==> src/rtl/alu_wide_seq.sv <==
// alu_wide_seq: runs 16-bit ADD/SUB/AND/OR on an external 8-bit alu
// in LO/HI byte passes plus an optional carry/borrow FIX pass.
module alu_wide_seq #(
  parameter bit FIX_ALWAYS = 1'b0
) (
  input  logic        clk,
  input  logic        reset,
  input  logic        start_i,
  input  logic [1:0]  cmd_i,
  input  logic [15:0] a_i,
  input  logic [15:0] b_i,
  output logic        busy_o,
  output logic        done_o,
  output logic [15:0] result_o,
  output logic        carry_o,
  output logic        neg_o,
  output logic        zero_o,
  output logic [7:0]  alu_rs_o,
  output logic [7:0]  alu_rt_o,
  output logic [8:0]  alu_op_o,
  input  logic [7:0]  alu_result_i,
  input  logic        alu_carry_i
);

  localparam logic [1:0] CMD_ADD = 2'b00;
  localparam logic [1:0] CMD_SUB = 2'b01;
  localparam logic [1:0] CMD_AND = 2'b10;
  localparam logic [1:0] CMD_OR  = 2'b11;

  localparam logic [7:0] OP_ADD = 8'h00;
  localparam logic [7:0] OP_SUB = 8'h01;
  localparam logic [7:0] OP_AND = 8'h02;
  localparam logic [7:0] OP_OR  = 8'h03;

  typedef enum logic [2:0] {
    S_IDLE,
    S_LO,
    S_HI,
    S_FIX,
    S_DONE
  } state_t;

  state_t      r_state;
  state_t      w_next;

  logic [15:0] r_a;
  logic [15:0] r_b;
  logic [1:0]  r_cmd;
  logic [7:0]  r_lo;
  logic [7:0]  r_hi;
  logic        r_c_lo;
  logic        r_c_hi;

  logic [15:0] r_result;
  logic        r_carry;
  logic        r_neg;
  logic        r_zero;

  logic        w_accept;
  logic        w_arith;
  logic        w_need_fix;
  logic [7:0]  w_op_code;
  logic [15:0] w_fin_res;
  logic        w_fin_carry;
  logic        w_finish;

  assign w_accept   = (r_state == S_IDLE) && start_i;
  assign w_arith    = (r_cmd == CMD_ADD) || (r_cmd == CMD_SUB);
  assign w_need_fix = w_arith && (r_c_lo || FIX_ALWAYS);

  always_comb begin
    w_op_code = OP_ADD;
    unique case (r_cmd)
      CMD_ADD: w_op_code = OP_ADD;
      CMD_SUB: w_op_code = OP_SUB;
      CMD_AND: w_op_code = OP_AND;
      CMD_OR:  w_op_code = OP_OR;
      default: w_op_code = OP_ADD;
    endcase
  end

  // The final high byte arrives from the alu in the same cycle we leave
  // HI or FIX, so the result and flags are formed from alu_result_i directly.
  assign w_fin_res = {alu_result_i, r_lo};

  always_comb begin
    w_fin_carry = 1'b0;
    if (r_state == S_FIX)
      w_fin_carry = r_c_hi | alu_carry_i;
    else
      w_fin_carry = w_arith & alu_carry_i;
  end

  assign w_finish = (r_state == S_FIX) ||
                    ((r_state == S_HI) && !w_need_fix);

  // State register
  always_ff @(posedge clk or posedge reset) begin
    if (reset)
      r_state <= S_IDLE;
    else
      r_state <= w_next;
  end

  // Next-state logic
  always_comb begin
    w_next = r_state;
    unique case (r_state)
      S_IDLE: if (start_i) w_next = S_LO;
      S_LO:   w_next = S_HI;
      S_HI:   w_next = w_need_fix ? S_FIX : S_DONE;
      S_FIX:  w_next = S_DONE;
      S_DONE: w_next = S_IDLE;
      default: w_next = S_IDLE;
    endcase
  end

  // Outputs and alu drive
  always_comb begin
    busy_o   = 1'b1;
    done_o   = 1'b0;
    alu_rs_o = 8'h00;
    alu_rt_o = 8'h00;
    alu_op_o = {OP_ADD, 1'b0};
    unique case (r_state)
      S_IDLE: begin
        busy_o = 1'b0;
      end
      S_LO: begin
        alu_rs_o = r_a[7:0];
        alu_rt_o = r_b[7:0];
        alu_op_o = {w_op_code, 1'b0};
      end
      S_HI: begin
        alu_rs_o = r_a[15:8];
        alu_rt_o = r_b[15:8];
        alu_op_o = {w_op_code, 1'b0};
      end
      S_FIX: begin
        alu_rs_o = r_hi;
        alu_rt_o = {7'b0, r_c_lo};
        alu_op_o = {w_op_code, 1'b0};
      end
      S_DONE: begin
        done_o = 1'b1;
      end
      default: begin
        busy_o = 1'b0;
      end
    endcase
  end

  // Operand capture and byte pass results
  always_ff @(posedge clk or posedge reset) begin
    if (reset) begin
      r_a    <= 16'h0000;
      r_b    <= 16'h0000;
      r_cmd  <= CMD_ADD;
      r_lo   <= 8'h00;
      r_hi   <= 8'h00;
      r_c_lo <= 1'b0;
      r_c_hi <= 1'b0;
    end else begin
      if (w_accept) begin
        r_a   <= a_i;
        r_b   <= b_i;
        r_cmd <= cmd_i;
      end
      if (r_state == S_LO) begin
        r_lo   <= alu_result_i;
        r_c_lo <= w_arith & alu_carry_i;
      end
      if (r_state == S_HI) begin
        r_hi   <= alu_result_i;
        r_c_hi <= w_arith & alu_carry_i;
      end
      if (r_state == S_FIX) begin
        r_hi   <= alu_result_i;
        r_c_hi <= r_c_hi | alu_carry_i;
      end
    end
  end

  // Result and flags, held until the next operation completes
  always_ff @(posedge clk or posedge reset) begin
    if (reset) begin
      r_result <= 16'h0000;
      r_carry  <= 1'b0;
      r_neg    <= 1'b0;
      r_zero   <= 1'b0;
    end else if (w_finish) begin
      r_result <= w_fin_res;
      r_carry  <= w_fin_carry;
      r_neg    <= w_fin_res[15];
      r_zero   <= (w_fin_res == 16'h0000);
    end
  end

  assign result_o = r_result;
  assign carry_o  = r_carry;
  assign neg_o    = r_neg;
  assign zero_o   = r_zero;

endmodule

==> config.mk <==
export PLATFORM = sky130hd
export DESIGN_NAME = alu_wide_seq
export DESIGN_NICKNAME = d
export VERILOG_FILES = /design/src/rtl/alu_wide_seq.sv
export SDC_FILE = /design/constraint.sdc
export NUM_CORES = 1
export LEC_CHECK = 0
export ABC_AREA = 1
export BUFFER_PORTS_ARGS = -buffer_cell sky130_fd_sc_hd__clkbuf_2
export CORE_ASPECT_RATIO = 1.25
export CORE_MARGIN = 4
export CORE_UTILIZATION = 56
export CTS_CLUSTER_DIAMETER = 40
export CTS_CLUSTER_SIZE = 10
export DETAILED_ROUTE_END_ITERATION = 10
export PLACE_DENSITY = 0.88
export SYNTH_ARGS = -nofsm -noshare
export SYNTH_HDL_FRONTEND = slang
export SYNTH_SLANG_ARGS = --single-unit
==> constraint.sdc <==
create_clock -name clk -period 3.2 [get_ports clk]
set_input_delay 0.32 -clock clk [delete_from_list [all_inputs] [get_ports clk]]
set_output_delay 0.32 -clock clk [all_outputs]
set_load 0.01 [all_outputs]
==> summary.md <==
| Metric | Value |
|---|---|
| Status | `finished, final reports clean` |
| Via count | `between 2000 and 3000` |
| CTS tree | `done` |
| Clk_lat worst skew | `roughly 0.35 ns` |
| Lkg Pwr | `2.19 nW` |
| Synth warn | `0` |
| Clk root buf | `clkbuf_8` |
| # rows | `30` |
| Clk slew on worst S/H paths | `0.07 ns` |
| Synth area leader | `dfrtp_1` |
| Wire per inst | `14.6 um` |
| Global-route wire length before repair | `13100 um` |
| CP required | `2.88 ns` |
| Least-Margin Pin Slew | `between 1 and 1.5 ns` |
| Die H | `93.3 um` |
| Internal power | `between 2 and 2.5 mW` |
| Via density | `5.30` |
| HP Class | `in2reg` |
| Layout area overhead | `18.9%` |
| Post-Layout Cell Count | `544` |
| DP Cell Count | `528` |
| Buf/Inv on CP | `1` |
| Htree depth | `3` |
| Net Sw Frac | `0.404` |
| Largest net degree at the start of global routing | `74` |
| Fin. max-slew vios | `0` |
| Sw Pwr | `1.58 mW` |
| Iteration-0 DRC Markers | `269` |
| I/O pin count | `92` |
| Synthesis-stage register bit count | `73` |
| Antenna diodes | `0` |
| Layout cells sized above 1 | `0.254` |
| Initial antenna violation count | `0` |
| Clock Power Share | `0.202` |
| Number of clock sinks | `73` |
| Tcrit/Tclk final | `0.763` |
| Hold_buf cts | `0` |
| Drt first pass iters | `5` |
| CP Capture Type | `output port` |
| Flop pwr share | `0.417` |
| Slew HR | `0.289` |
| Worst hold slack | `between 0.2 and 0.25 ns` |
| Setup tns final | `0 ns` |
| Data arrival, critical path | `2.12 ns` |
| Unrepaired setup endpoints after global routing | `no` |
| Upper clock frequency limit | `0.410 GHz` |
| Vias in the first global route | `approximately 2800` |
| Startpoint Class | `flip-flop` |
| Clock Skew | `0.00685 ns` |
| Placed wire-length estimate | `between 5000 and 6000 um` |
| Slowest-stage cell, CP | `nor3_2` |
| Port Buf Inserts | `84` |
| Final #Nets | `521` |
| CTS resizes | `0` |
| Final Cell Area | `between 3000 and 4000 um2` |
| Crit path time final | `2.44 ns` |
| Total GRT Usage | `0.229` |
| Util after Layout | `0.702` |
| CP peak stage delay | `0.90 ns` |
| Max clock buf depth | `2` |
| Sequential-to-total area share from yosys stat | `0.561` |
| Critical-path maximum fanout | `16` |
| Max Cap Violations | `0` |
| Post-Syn Area | `3260 um2` |
| Total Wirelength | `between 7000 and 8000 um` |
| Synth top area share | `0.561` |
| Syn Inst Count | `~400` |
| Synth cell types | `20` |
| Core area | `5520 um2` |
| Crit-path leading delay family | `simple AND/OR/NAND/NOR gates` |
| Post-CTS Setup Bufs | `0` |
| Routability Congestion | `0.818` |
| Fin. Hold Viols | `0` |
| GRT Residual Overflow | `0` |
| Crit-path cells | `nor3_2 -> nand2_1 -> nand3_1 -> clkbuf_2` |
| WS Path Type | `reg2out` |
| Combinational Power Share | `0.381` |
| Die width | `76.2 um` |
| Final setup viols | `0` |
| Initial Utilization | `0.590` |
| Full die area | `7110 um2` |
| Pwr dens | `1010 nW/um2` |
| Max IR drop VDD | `0.592 mV` |
| Top post-synthesis cells by area | `dfrtp_1 56%, nand2_1 21%, nand3_1 7.1%` |
| Residual DRC | `0` |
| Final antenna-violating net count | `0` |
| Area after DPL | `~3700 um2` |
| Num CTS Buffers | `9` |
| Syn avg cell area | `8.22 um2` |
-- routing by layer --
layer | share of wire | global-route usage
met2 | 0.50 | 0.381
met1 | 0.40 | 0.290
met4 | 0.019 | 0.101
met5 | 0 | 0
met3 | 0.076 | 0.0462
-- cell usage in the layout, fill, tap and decap left out, drive strengths merged --
master	synthesis	final
nand2	183	183
clkbuf	3	95
dfrtp	73	73
nand3	46	46
o21ai	28	28
nor2	19	19
inv	18	18
conb	1	7
clkinv	1	4
buf	22	3
bufinv	0	2
nor3	2	2
-- cells in the mapped netlist (all sizes together) --
cell type,instances
buf,22
clkbuf,3
clkinv,1
conb,1
dfrtp,73
inv,18
nand2,183
nand3,46
nor2,19
nor3,2
o21ai,28
-- final timing paths --
check	cells after the start	from	slack, ns	end
worst max-delay path	4	r_state[2]	0.76	alu_rs_o[6]
worst min-delay path	3	a_i[4]	0.21	r_a[4]
worst max register to register	7	r_state[1]	1.18	r_b[4]
worst min register to register	2	r_b[2]	0.48	r_b[2]
max in group asynchronous	3	reset	2.41	result_o[10]
min in group asynchronous	3	reset	0.22	r_cmd[0]
-- tightest hold or removal path, cell delays in order --
cell and delay [ns]:
clkbuf_2 0.08, nand3_1 0.07, nand2_1 0.05
-- layout make-up --
cell class / count / area (um2)
Clock inverter: 5 / 78.8
Sequential cell: 73 / 1830
Clock buffer: 11 / 141
Fill cell: 446 / 1650
Inverter: 19 / 71.3
Tap cell: 64 / 80.1
Multi-Input combinational cell: 285 / 1230
Timing Repair Buffer: 87 / 443
-- state kept, by name, summed over array words and instances (netlist names) --
signal    flops
result_o     16
carry_o       1
r_c_hi        1
r_cmd         2
r_hi          8
r_state       3
r_lo          8
r_a          16
r_c_lo        1
zero_o        1
r_b          16
-- cells by family (layout without fill, tap and decap cells) --
kind of cell	after synthesis	in the layout	share of synthesized area
and+or+nand+nor	250	250	0.316
buffers and inverters	44	122	0.0684
DFF	73	73	0.561
other	1	7	0.00115
AOI/OAI and AO/OA	28	28	0.0534
-- power groups by stage --
stage | registers [mW] | logic, mW | clock network, mW
2_1_floorplan | 1.62 | 1.02 | 0
3_3_place_gp | 1.61 | 1.42 | 0
3_5_place_dp | 1.63 | 1.48 | 0
4_1_cts | 1.62 | 1.50 | 0.795
5_1_grt | 1.68 | 1.69 | 0.836
6_report | 1.63 | 1.49 | 0.788
-- metrics by stage --
stage          power [mW]  worst slack [ns]
2_1_floorplan        2.64              1.03
3_3_place_gp         3.03              1.21
3_5_place_dp         3.11              1.15
4_1_cts              3.91             0.776
5_1_grt              4.21             0.641
6_report             3.90             0.760
No activity file was read; power rests on OpenSTA's default activity.
